$ cat src/rtl/ar_channel_router_if.sv
// AXI read-address channel bundle.
// master drives the request, slave returns ARREADY.
interface ar_channel_router_if #(
  parameter int ID_W   = 2,
  parameter int ADDR_W = 32,
  parameter int USER_W = 1
) ();
  logic [ID_W-1:0]   ARID;
  logic [ADDR_W-1:0] ARADDR;
  logic [7:0]        ARLEN;
  logic [2:0]        ARSIZE;
  logic [1:0]        ARBURST;
  logic              ARLOCK;
  logic [3:0]        ARCACHE;
  logic [2:0]        ARPROT;
  logic [USER_W-1:0] ARUSER;
  logic              ARVALID;
  logic              ARREADY;

  modport master (
    output ARID, ARADDR, ARLEN, ARSIZE,
    output ARBURST, ARLOCK, ARCACHE,
    output ARPROT, ARUSER, ARVALID,
    input  ARREADY
  );

  modport slave (
    input  ARID, ARADDR, ARLEN, ARSIZE,
    input  ARBURST, ARLOCK, ARCACHE,
    input  ARPROT, ARUSER, ARVALID,
    output ARREADY
  );
endinterface

$ cat src/rtl/ar_channel_router.sv
// AR router: decodes one master to five slaves,
// tags IDs with a sequence number, logs slave order.
module ar_channel_router #(
  parameter int ADDR_width = 32,
  parameter int mID_width  = 2,
  parameter int seq_width  = 4,
  parameter int sID_width  = 6,
  parameter int user_width = 1,
  parameter int SEL_msb    = 31,
  parameter int ORD_depth  = 8
) (
  input  logic clk,
  input  logic reset,
  ar_channel_router_if.slave  m_ar,
  ar_channel_router_if.master s0_ar,
  ar_channel_router_if.master s1_ar,
  ar_channel_router_if.master s2_ar,
  ar_channel_router_if.master s3_ar,
  ar_channel_router_if.master s4_ar,
  input  logic       r_done,
  output logic [2:0] ord_sel,
  output logic       ord_empty,
  output logic       ord_full
);
  localparam int PW = $clog2(ORD_depth) + 1;
  localparam int AW = PW - 1;

  typedef struct packed {
    logic [sID_width-1:0]  id;
    logic [ADDR_width-1:0] addr;
    logic [7:0]            len;
    logic [2:0]            size;
    logic [1:0]            burst;
    logic                  lock;
    logic [3:0]            cache;
    logic [2:0]            prot;
    logic [user_width-1:0] user;
  } hold_t;

  hold_t          hold_q, hold_d;
  logic [2:0]     hold_sel_q, hold_sel_d;
  logic           busy_q, busy_d;
  logic [seq_width-1:0] seq_q, seq_d;
  logic [PW-1:0]  wr_q, wr_d;
  logic [PW-1:0]  rd_q, rd_d;
  logic [2:0]     mem_q [ORD_depth];
  logic [2:0]     mem_d [ORD_depth];

  logic [2:0] raw_sel;
  logic [2:0] dec_sel;
  logic       sel_ready;
  logic       accept;
  logic       slv_hs;
  logic       pop;

  assign raw_sel = m_ar.ARADDR[SEL_msb -: 3];
  // Unmapped select codes fall to the default slave.
  assign dec_sel = (raw_sel > 3'd4) ? 3'd4 : raw_sel;

  always_comb begin
    sel_ready = 1'b0;
    unique case (hold_sel_q)
      3'd0:    sel_ready = s0_ar.ARREADY;
      3'd1:    sel_ready = s1_ar.ARREADY;
      3'd2:    sel_ready = s2_ar.ARREADY;
      3'd3:    sel_ready = s3_ar.ARREADY;
      default: sel_ready = s4_ar.ARREADY;
    endcase
  end

  assign ord_empty = (wr_q == rd_q);
  assign ord_full  = (wr_q[AW] != rd_q[AW])
                  && (wr_q[AW-1:0] == rd_q[AW-1:0]);
  assign ord_sel   = ord_empty ? 3'd0
                   : mem_q[rd_q[AW-1:0]];

  assign m_ar.ARREADY = !reset && !ord_full
                     && (!busy_q || sel_ready);
  assign accept = m_ar.ARVALID && m_ar.ARREADY;
  assign slv_hs = busy_q && sel_ready;
  assign pop    = r_done && !ord_empty;

  always_comb begin
    hold_d     = hold_q;
    hold_sel_d = hold_sel_q;
    busy_d     = busy_q;
    seq_d      = seq_q;
    wr_d       = wr_q;
    rd_d       = rd_q;
    mem_d      = mem_q;
    if (accept) begin
      hold_d = {m_ar.ARID, seq_q,
                m_ar.ARADDR, m_ar.ARLEN,
                m_ar.ARSIZE, m_ar.ARBURST,
                m_ar.ARLOCK, m_ar.ARCACHE,
                m_ar.ARPROT, m_ar.ARUSER};
      hold_sel_d = dec_sel;
      busy_d     = 1'b1;
      seq_d      = seq_q + 1'b1;
      mem_d[wr_q[AW-1:0]] = dec_sel;
      wr_d       = wr_q + 1'b1;
    end else if (slv_hs) begin
      busy_d = 1'b0;
    end
    if (pop) begin
      rd_d = rd_q + 1'b1;
    end
  end

  always_ff @(posedge clk) begin
    if (reset) begin
      hold_q     <= '0;
      hold_sel_q <= '0;
      busy_q     <= 1'b0;
      seq_q      <= '0;
      wr_q       <= '0;
      rd_q       <= '0;
      mem_q      <= '{default: '0};
    end else begin
      hold_q     <= hold_d;
      hold_sel_q <= hold_sel_d;
      busy_q     <= busy_d;
      seq_q      <= seq_d;
      wr_q       <= wr_d;
      rd_q       <= rd_d;
      mem_q      <= mem_d;
    end
  end

  assign s0_ar.ARVALID = busy_q && (hold_sel_q == 3'd0);
  assign s1_ar.ARVALID = busy_q && (hold_sel_q == 3'd1);
  assign s2_ar.ARVALID = busy_q && (hold_sel_q == 3'd2);
  assign s3_ar.ARVALID = busy_q && (hold_sel_q == 3'd3);
  assign s4_ar.ARVALID = busy_q && (hold_sel_q == 3'd4);

  assign {s0_ar.ARID, s0_ar.ARADDR, s0_ar.ARLEN,
          s0_ar.ARSIZE, s0_ar.ARBURST, s0_ar.ARLOCK,
          s0_ar.ARCACHE, s0_ar.ARPROT,
          s0_ar.ARUSER} = hold_q;
  assign {s1_ar.ARID, s1_ar.ARADDR, s1_ar.ARLEN,
          s1_ar.ARSIZE, s1_ar.ARBURST, s1_ar.ARLOCK,
          s1_ar.ARCACHE, s1_ar.ARPROT,
          s1_ar.ARUSER} = hold_q;
  assign {s2_ar.ARID, s2_ar.ARADDR, s2_ar.ARLEN,
          s2_ar.ARSIZE, s2_ar.ARBURST, s2_ar.ARLOCK,
          s2_ar.ARCACHE, s2_ar.ARPROT,
          s2_ar.ARUSER} = hold_q;
  assign {s3_ar.ARID, s3_ar.ARADDR, s3_ar.ARLEN,
          s3_ar.ARSIZE, s3_ar.ARBURST, s3_ar.ARLOCK,
          s3_ar.ARCACHE, s3_ar.ARPROT,
          s3_ar.ARUSER} = hold_q;
  assign {s4_ar.ARID, s4_ar.ARADDR, s4_ar.ARLEN,
          s4_ar.ARSIZE, s4_ar.ARBURST, s4_ar.ARLOCK,
          s4_ar.ARCACHE, s4_ar.ARPROT,
          s4_ar.ARUSER} = hold_q;
endmodule

$ cat src/flat_wrapper.sv
// flat-port wrapper written by rule: the top's interface ports become plain ports
module ar_channel_router_flat 
#(
  parameter int ADDR_width = 32,
  parameter int mID_width  = 2,
  parameter int seq_width  = 4,
  parameter int sID_width  = 6,
  parameter int user_width = 1,
  parameter int SEL_msb    = 31,
  parameter int ORD_depth  = 8
)
  (clk, reset, r_done, ord_sel, ord_empty, ord_full, m_ar_ARID, m_ar_ARADDR, m_ar_ARLEN, m_ar_ARSIZE, m_ar_ARBURST, m_ar_ARLOCK, m_ar_ARCACHE, m_ar_ARPROT, m_ar_ARUSER, m_ar_ARVALID, m_ar_ARREADY, s0_ar_ARID, s0_ar_ARADDR, s0_ar_ARLEN, s0_ar_ARSIZE, s0_ar_ARBURST, s0_ar_ARLOCK, s0_ar_ARCACHE, s0_ar_ARPROT, s0_ar_ARUSER, s0_ar_ARVALID, s0_ar_ARREADY, s1_ar_ARID, s1_ar_ARADDR, s1_ar_ARLEN, s1_ar_ARSIZE, s1_ar_ARBURST, s1_ar_ARLOCK, s1_ar_ARCACHE, s1_ar_ARPROT, s1_ar_ARUSER, s1_ar_ARVALID, s1_ar_ARREADY, s2_ar_ARID, s2_ar_ARADDR, s2_ar_ARLEN, s2_ar_ARSIZE, s2_ar_ARBURST, s2_ar_ARLOCK, s2_ar_ARCACHE, s2_ar_ARPROT, s2_ar_ARUSER, s2_ar_ARVALID, s2_ar_ARREADY, s3_ar_ARID, s3_ar_ARADDR, s3_ar_ARLEN, s3_ar_ARSIZE, s3_ar_ARBURST, s3_ar_ARLOCK, s3_ar_ARCACHE, s3_ar_ARPROT, s3_ar_ARUSER, s3_ar_ARVALID, s3_ar_ARREADY, s4_ar_ARID, s4_ar_ARADDR, s4_ar_ARLEN, s4_ar_ARSIZE, s4_ar_ARBURST, s4_ar_ARLOCK, s4_ar_ARCACHE, s4_ar_ARPROT, s4_ar_ARUSER, s4_ar_ARVALID, s4_ar_ARREADY);
  ar_channel_router_if #(.ID_W(2)) m_ar_i ();
  ar_channel_router_if #(.ID_W(6)) s0_ar_i ();
  ar_channel_router_if #(.ID_W(6)) s1_ar_i ();
  ar_channel_router_if #(.ID_W(6)) s2_ar_i ();
  ar_channel_router_if #(.ID_W(6)) s3_ar_i ();
  ar_channel_router_if #(.ID_W(6)) s4_ar_i ();
  input  logic clk;
  input  logic reset;
  input  logic r_done;
  output logic [2:0] ord_sel;
  output logic ord_empty;
  output logic ord_full;
  input wire logic [$bits(m_ar_i.ARID)-1:0] m_ar_ARID;
  input wire logic [$bits(m_ar_i.ARADDR)-1:0] m_ar_ARADDR;
  input wire logic [$bits(m_ar_i.ARLEN)-1:0] m_ar_ARLEN;
  input wire logic [$bits(m_ar_i.ARSIZE)-1:0] m_ar_ARSIZE;
  input wire logic [$bits(m_ar_i.ARBURST)-1:0] m_ar_ARBURST;
  input wire logic [$bits(m_ar_i.ARLOCK)-1:0] m_ar_ARLOCK;
  input wire logic [$bits(m_ar_i.ARCACHE)-1:0] m_ar_ARCACHE;
  input wire logic [$bits(m_ar_i.ARPROT)-1:0] m_ar_ARPROT;
  input wire logic [$bits(m_ar_i.ARUSER)-1:0] m_ar_ARUSER;
  input wire logic [$bits(m_ar_i.ARVALID)-1:0] m_ar_ARVALID;
  output wire logic [$bits(m_ar_i.ARREADY)-1:0] m_ar_ARREADY;
  output wire logic [$bits(s0_ar_i.ARID)-1:0] s0_ar_ARID;
  output wire logic [$bits(s0_ar_i.ARADDR)-1:0] s0_ar_ARADDR;
  output wire logic [$bits(s0_ar_i.ARLEN)-1:0] s0_ar_ARLEN;
  output wire logic [$bits(s0_ar_i.ARSIZE)-1:0] s0_ar_ARSIZE;
  output wire logic [$bits(s0_ar_i.ARBURST)-1:0] s0_ar_ARBURST;
  output wire logic [$bits(s0_ar_i.ARLOCK)-1:0] s0_ar_ARLOCK;
  output wire logic [$bits(s0_ar_i.ARCACHE)-1:0] s0_ar_ARCACHE;
  output wire logic [$bits(s0_ar_i.ARPROT)-1:0] s0_ar_ARPROT;
  output wire logic [$bits(s0_ar_i.ARUSER)-1:0] s0_ar_ARUSER;
  output wire logic [$bits(s0_ar_i.ARVALID)-1:0] s0_ar_ARVALID;
  input wire logic [$bits(s0_ar_i.ARREADY)-1:0] s0_ar_ARREADY;
  output wire logic [$bits(s1_ar_i.ARID)-1:0] s1_ar_ARID;
  output wire logic [$bits(s1_ar_i.ARADDR)-1:0] s1_ar_ARADDR;
  output wire logic [$bits(s1_ar_i.ARLEN)-1:0] s1_ar_ARLEN;
  output wire logic [$bits(s1_ar_i.ARSIZE)-1:0] s1_ar_ARSIZE;
  output wire logic [$bits(s1_ar_i.ARBURST)-1:0] s1_ar_ARBURST;
  output wire logic [$bits(s1_ar_i.ARLOCK)-1:0] s1_ar_ARLOCK;
  output wire logic [$bits(s1_ar_i.ARCACHE)-1:0] s1_ar_ARCACHE;
  output wire logic [$bits(s1_ar_i.ARPROT)-1:0] s1_ar_ARPROT;
  output wire logic [$bits(s1_ar_i.ARUSER)-1:0] s1_ar_ARUSER;
  output wire logic [$bits(s1_ar_i.ARVALID)-1:0] s1_ar_ARVALID;
  input wire logic [$bits(s1_ar_i.ARREADY)-1:0] s1_ar_ARREADY;
  output wire logic [$bits(s2_ar_i.ARID)-1:0] s2_ar_ARID;
  output wire logic [$bits(s2_ar_i.ARADDR)-1:0] s2_ar_ARADDR;
  output wire logic [$bits(s2_ar_i.ARLEN)-1:0] s2_ar_ARLEN;
  output wire logic [$bits(s2_ar_i.ARSIZE)-1:0] s2_ar_ARSIZE;
  output wire logic [$bits(s2_ar_i.ARBURST)-1:0] s2_ar_ARBURST;
  output wire logic [$bits(s2_ar_i.ARLOCK)-1:0] s2_ar_ARLOCK;
  output wire logic [$bits(s2_ar_i.ARCACHE)-1:0] s2_ar_ARCACHE;
  output wire logic [$bits(s2_ar_i.ARPROT)-1:0] s2_ar_ARPROT;
  output wire logic [$bits(s2_ar_i.ARUSER)-1:0] s2_ar_ARUSER;
  output wire logic [$bits(s2_ar_i.ARVALID)-1:0] s2_ar_ARVALID;
  input wire logic [$bits(s2_ar_i.ARREADY)-1:0] s2_ar_ARREADY;
  output wire logic [$bits(s3_ar_i.ARID)-1:0] s3_ar_ARID;
  output wire logic [$bits(s3_ar_i.ARADDR)-1:0] s3_ar_ARADDR;
  output wire logic [$bits(s3_ar_i.ARLEN)-1:0] s3_ar_ARLEN;
  output wire logic [$bits(s3_ar_i.ARSIZE)-1:0] s3_ar_ARSIZE;
  output wire logic [$bits(s3_ar_i.ARBURST)-1:0] s3_ar_ARBURST;
  output wire logic [$bits(s3_ar_i.ARLOCK)-1:0] s3_ar_ARLOCK;
  output wire logic [$bits(s3_ar_i.ARCACHE)-1:0] s3_ar_ARCACHE;
  output wire logic [$bits(s3_ar_i.ARPROT)-1:0] s3_ar_ARPROT;
  output wire logic [$bits(s3_ar_i.ARUSER)-1:0] s3_ar_ARUSER;
  output wire logic [$bits(s3_ar_i.ARVALID)-1:0] s3_ar_ARVALID;
  input wire logic [$bits(s3_ar_i.ARREADY)-1:0] s3_ar_ARREADY;
  output wire logic [$bits(s4_ar_i.ARID)-1:0] s4_ar_ARID;
  output wire logic [$bits(s4_ar_i.ARADDR)-1:0] s4_ar_ARADDR;
  output wire logic [$bits(s4_ar_i.ARLEN)-1:0] s4_ar_ARLEN;
  output wire logic [$bits(s4_ar_i.ARSIZE)-1:0] s4_ar_ARSIZE;
  output wire logic [$bits(s4_ar_i.ARBURST)-1:0] s4_ar_ARBURST;
  output wire logic [$bits(s4_ar_i.ARLOCK)-1:0] s4_ar_ARLOCK;
  output wire logic [$bits(s4_ar_i.ARCACHE)-1:0] s4_ar_ARCACHE;
  output wire logic [$bits(s4_ar_i.ARPROT)-1:0] s4_ar_ARPROT;
  output wire logic [$bits(s4_ar_i.ARUSER)-1:0] s4_ar_ARUSER;
  output wire logic [$bits(s4_ar_i.ARVALID)-1:0] s4_ar_ARVALID;
  input wire logic [$bits(s4_ar_i.ARREADY)-1:0] s4_ar_ARREADY;
  assign m_ar_i.ARID = m_ar_ARID;
  assign m_ar_i.ARADDR = m_ar_ARADDR;
  assign m_ar_i.ARLEN = m_ar_ARLEN;
  assign m_ar_i.ARSIZE = m_ar_ARSIZE;
  assign m_ar_i.ARBURST = m_ar_ARBURST;
  assign m_ar_i.ARLOCK = m_ar_ARLOCK;
  assign m_ar_i.ARCACHE = m_ar_ARCACHE;
  assign m_ar_i.ARPROT = m_ar_ARPROT;
  assign m_ar_i.ARUSER = m_ar_ARUSER;
  assign m_ar_i.ARVALID = m_ar_ARVALID;
  assign m_ar_ARREADY = m_ar_i.ARREADY;
  assign s0_ar_ARID = s0_ar_i.ARID;
  assign s0_ar_ARADDR = s0_ar_i.ARADDR;
  assign s0_ar_ARLEN = s0_ar_i.ARLEN;
  assign s0_ar_ARSIZE = s0_ar_i.ARSIZE;
  assign s0_ar_ARBURST = s0_ar_i.ARBURST;
  assign s0_ar_ARLOCK = s0_ar_i.ARLOCK;
  assign s0_ar_ARCACHE = s0_ar_i.ARCACHE;
  assign s0_ar_ARPROT = s0_ar_i.ARPROT;
  assign s0_ar_ARUSER = s0_ar_i.ARUSER;
  assign s0_ar_ARVALID = s0_ar_i.ARVALID;
  assign s0_ar_i.ARREADY = s0_ar_ARREADY;
  assign s1_ar_ARID = s1_ar_i.ARID;
  assign s1_ar_ARADDR = s1_ar_i.ARADDR;
  assign s1_ar_ARLEN = s1_ar_i.ARLEN;
  assign s1_ar_ARSIZE = s1_ar_i.ARSIZE;
  assign s1_ar_ARBURST = s1_ar_i.ARBURST;
  assign s1_ar_ARLOCK = s1_ar_i.ARLOCK;
  assign s1_ar_ARCACHE = s1_ar_i.ARCACHE;
  assign s1_ar_ARPROT = s1_ar_i.ARPROT;
  assign s1_ar_ARUSER = s1_ar_i.ARUSER;
  assign s1_ar_ARVALID = s1_ar_i.ARVALID;
  assign s1_ar_i.ARREADY = s1_ar_ARREADY;
  assign s2_ar_ARID = s2_ar_i.ARID;
  assign s2_ar_ARADDR = s2_ar_i.ARADDR;
  assign s2_ar_ARLEN = s2_ar_i.ARLEN;
  assign s2_ar_ARSIZE = s2_ar_i.ARSIZE;
  assign s2_ar_ARBURST = s2_ar_i.ARBURST;
  assign s2_ar_ARLOCK = s2_ar_i.ARLOCK;
  assign s2_ar_ARCACHE = s2_ar_i.ARCACHE;
  assign s2_ar_ARPROT = s2_ar_i.ARPROT;
  assign s2_ar_ARUSER = s2_ar_i.ARUSER;
  assign s2_ar_ARVALID = s2_ar_i.ARVALID;
  assign s2_ar_i.ARREADY = s2_ar_ARREADY;
  assign s3_ar_ARID = s3_ar_i.ARID;
  assign s3_ar_ARADDR = s3_ar_i.ARADDR;
  assign s3_ar_ARLEN = s3_ar_i.ARLEN;
  assign s3_ar_ARSIZE = s3_ar_i.ARSIZE;
  assign s3_ar_ARBURST = s3_ar_i.ARBURST;
  assign s3_ar_ARLOCK = s3_ar_i.ARLOCK;
  assign s3_ar_ARCACHE = s3_ar_i.ARCACHE;
  assign s3_ar_ARPROT = s3_ar_i.ARPROT;
  assign s3_ar_ARUSER = s3_ar_i.ARUSER;
  assign s3_ar_ARVALID = s3_ar_i.ARVALID;
  assign s3_ar_i.ARREADY = s3_ar_ARREADY;
  assign s4_ar_ARID = s4_ar_i.ARID;
  assign s4_ar_ARADDR = s4_ar_i.ARADDR;
  assign s4_ar_ARLEN = s4_ar_i.ARLEN;
  assign s4_ar_ARSIZE = s4_ar_i.ARSIZE;
  assign s4_ar_ARBURST = s4_ar_i.ARBURST;
  assign s4_ar_ARLOCK = s4_ar_i.ARLOCK;
  assign s4_ar_ARCACHE = s4_ar_i.ARCACHE;
  assign s4_ar_ARPROT = s4_ar_i.ARPROT;
  assign s4_ar_ARUSER = s4_ar_i.ARUSER;
  assign s4_ar_ARVALID = s4_ar_i.ARVALID;
  assign s4_ar_i.ARREADY = s4_ar_ARREADY;
  ar_channel_router #(.ADDR_width(ADDR_width), .mID_width(mID_width), .seq_width(seq_width), .sID_width(sID_width), .user_width(user_width), .SEL_msb(SEL_msb), .ORD_depth(ORD_depth)) u_core (.clk(clk), .reset(reset), .m_ar(m_ar_i), .s0_ar(s0_ar_i), .s1_ar(s1_ar_i), .s2_ar(s2_ar_i), .s3_ar(s3_ar_i), .s4_ar(s4_ar_i), .r_done(r_done), .ord_sel(ord_sel), .ord_empty(ord_empty), .ord_full(ord_full));
endmodule
$ cat config.mk
export PLATFORM = sky130hd
export DESIGN_NAME = ar_channel_router_flat
export DESIGN_NICKNAME = d
export VERILOG_FILES = /design/src/rtl/ar_channel_router_if.sv /design/src/rtl/ar_channel_router.sv /design/src/flat_wrapper.sv
export SDC_FILE = /design/constraint.sdc
export NUM_CORES = 1
export LEC_CHECK = 0
export CAP_MARGIN = 20
export CORE_AREA = 8 8 139 141
export CTS_CLUSTER_SIZE = 14
export DETAILED_ROUTE_END_ITERATION = 10
export DIE_AREA = 0 0 147 149
export GPL_TIMING_DRIVEN = 0
export PLACE_DENSITY = 0.81
export SYNTH_ARGS = -nofsm -noshare
export SYNTH_HDL_FRONTEND = slang
export SYNTH_SLANG_ARGS = --single-unit
$ cat constraint.sdc
create_clock -name clk -period 3.51 [get_ports clk]
set_input_delay 0.702 -clock clk [delete_from_list [all_inputs] [get_ports clk]]
set_output_delay 0.702 -clock clk [all_outputs]
set_load 0.02 [all_outputs]
==> flow_summary.ini <==
[status]
status = finished, final reports clean

[yosys]
synth_area_leaders = dfxtp_1, buf_4, o31ai_1
synth_seq_cells = 100
ys_seq_area_share_pct = 30.4
synth.most_common_cell = buf_4
ys_warn_count = 0
synth_top_area_share_pct = 30.4
synthSimpleGateAreaFrac_pct = 13.8
synth-async-reset-ratio_pct = 0
synth_top_family_by_area = buffers and inverters
syn_area_per_cell_um2 = 8.87
ys_types = 41
synth_flop_cell = dfxtp_1
synth_adder_area_share_pct = 0.569
syn_nets = 811
synth_area_um2 = 6590
netlist_top_cells_count = buf_4, dfxtp_1, nand4_1, a21oi_1, o31ai_1
synth-compound-area-share_pct = 13.4
synth_edf_count = 0
synthXorXnorAreaFrac_pct = 1.54
yosysTopAreaCell = dfxtp_1
synth.area.mux_share_pct = 8.83
syn_inst = 743

[layout]
final_nets = 1194
diodes = 0
multi_input_area_um2 = 2550
seqCellArea_um2 = 2000
synthToLayoutAreaGrowth_pct = 66.0
drive_gt1_share_pct = 26.8
fillCellCount = 1449

[route]
wl_per_cell_um = 19.0
drt_first_pass_iters = 5
finalWirelength_um = 25800
via_per_inst = 4.83
final_antenna_net_count = 0
drc = 0
vias = 6553
drtIter0Drc = 508

[die]
core-area_um2 = 17100
dieWidth_um = 147
die-area_um2 = 21900
row_count = 48
initial_core_util_pct = 38.7
io_pins = 376
die_y_um = 149

[clock_network]
clock_sinks = 100
path_clk_slew_ps = 80
clock_latency_ps = 350
cts_max_path_buffers = 2
htreeDepth = 3
ctsHoldBuffers = 0
cts_made_buffers = 9
cts_root_buffer = clkbuf_16
cts_tree = built

[placed_design]
gp_congestion = 0.852
dpl.hpwl_um = 20800
portBuffers = 373

[pwr]
cellPowerDensity_nw_per_um2 = 339
finalPower_mw = 3.71
ir_drop_mv = 0.320
leakagePower_nw = 4.58

[setup_path]
required_ps = 2810
worstSetupEndpointType = primary output
cp-start-kind = primary input
cp_max_fo = 10
crit_type = in -> out
r2r_setup_slack_ps = 1230
worstPathArrival_ps = 2700

[timing]
finalSetupViolations = 0
worstMarginPinSlew_ps = 811
hold_violations = 0
fin_crit_ps = 3410
rsz0062_at_grt = false
fin_skew_ps = 7.05
slew_headroom_pct = 45.4
period_share_pct = 97.0
maxSlewViolCount = 0
finalSetupTns_ps = 0
fmax_ghz = 0.294
holdWs_ps = 472

[run]
maxCapViolCount = 0

[global_routing]
antenna_found_initial = 0
grt_pass1_wl_um = 38100
grt_max_degree = 21
track_usage_pct = 21.9
grt-ovfl-total = 0
grt_pass1_vias = 6198

[min_path]
hp-class = reg -> reg
==> report_power, final <==
group	internal [mW]	total, mW	switching, mW
combinational	0.741	1.42	0.677
sequential	1.19	1.29	0.0966
clock	0.509	0.998	0.490
==> timing repair <==
action | 4_1_cts | 5_1_grt
gates resized for setup | 3 | 2
setup endpoints to repair | 1 | 3
buffers inserted | 0 | 0
==> kinds of logic after synthesis <==
group / count (synthesis)
AO/OA/AOI/OAI: 131
XOR/XNOR: 9
adder cells (fa/ha/maj): 3
buffers and inverters: 301
flip-flops: 100
multiplexers: 50
AND/OR/NAND/NOR: 149
==> critical path, stage by stage <==
cell	delay, ps
clkdlybuf4s50_1	560
nor2_4	120
clkbuf_1	260
nor4_2	370
clkdlybuf4s50_1	670
==> cell type report <==
type,instances,share of cell area [%]
Timing Repair Buffer,373,34.1
Tap cell,225,2.57
Multi-Input combinational cell,342,23.3
Sequential cell,100,18.3
Inverter,2,0.0686
Clock inverter,7,0.743
Buffer,298,18.9
Clock buffer,9,2.06
==> metrics by stage <==
stage	instances	util, %	setup WS, ps	cell area [µm²]
finish	1356	64.2	104	10900
global route	1356	64.2	15.0	10900
CTS	1356	64.1	96.4	10900
detailed placement	1341	62.2	-276	10600
global placement	1341	62.2	-277	10600
floorplan	743	-	849	6590
==> layout by cell type, fill, tap and decap left out, types with 4 or more instances in the layout <==
| cell type | Yosys | final |
|---|---|---|
| clkdlybuf4s50_1 | 0 | 373 |
| buf_4 | 248 | 248 |
| dfxtp_1 | 100 | 100 |
| nand4_1 | 60 | 60 |
| a21oi_1 | 58 | 58 |
| o31ai_1 | 56 | 56 |
| mux2i_1 | 39 | 39 |
| nand2b_1 | 38 | 38 |
| clkbuf_1 | 30 | 29 |
| nor2_1 | 15 | 14 |
| buf_2 | 13 | 13 |
| clkbuf_16 | 0 | 9 |
| buf_1 | 8 | 8 |
| mux4_2 | 6 | 6 |
| mux2_2 | 5 | 5 |
| nand3_1 | 5 | 5 |
| xnor2_1 | 4 | 4 |
| nor3_1 | 4 | 4 |
| o41ai_1 | 4 | 4 |
==> per-layer routing <==
metal  global-route usage (%)  share of wire [%]  vias up
met5                        0                  0        -
met4                     5.35                1.7        0
met3                     4.28                5.4       28
met2                     40.9                 54      287
met1                     25.3                 39     3078
li1                         -                  -     3160
==> state kept, by name (all words and copies together), names as in the netlist <==
| name | count |
|---|---|
| u_core.busy_q | 1 |
| u_core.hold_sel_q | 3 |
| u_core.mem_q | 24 |
| u_core.rd_q | 4 |
| u_core.s0_ar.ARADDR | 32 |
| u_core.s0_ar.ARBURST | 2 |
| u_core.s0_ar.ARCACHE | 4 |
| u_core.s0_ar.ARID | 6 |
| u_core.s0_ar.ARLEN | 8 |
| u_core.s0_ar.ARLOCK | 1 |
| u_core.s0_ar.ARPROT | 3 |
| u_core.s0_ar.ARSIZE | 3 |
| u_core.s0_ar.ARUSER | 1 |
| u_core.seq_q | 4 |
| u_core.wr_q | 4 |
==> worst paths after layout <==
path,from,end,cells after the start
max,s4_ar_ARREADY,m_ar_ARREADY,5
min,u_core.mem_q[11],u_core.mem_q[11],2
max reg2reg,u_core.busy_q,u_core.s0_ar.ARPROT[2],5
min reg2reg,u_core.mem_q[11],u_core.mem_q[11],2
Note: power is estimated with default switching activity, not from simulation.
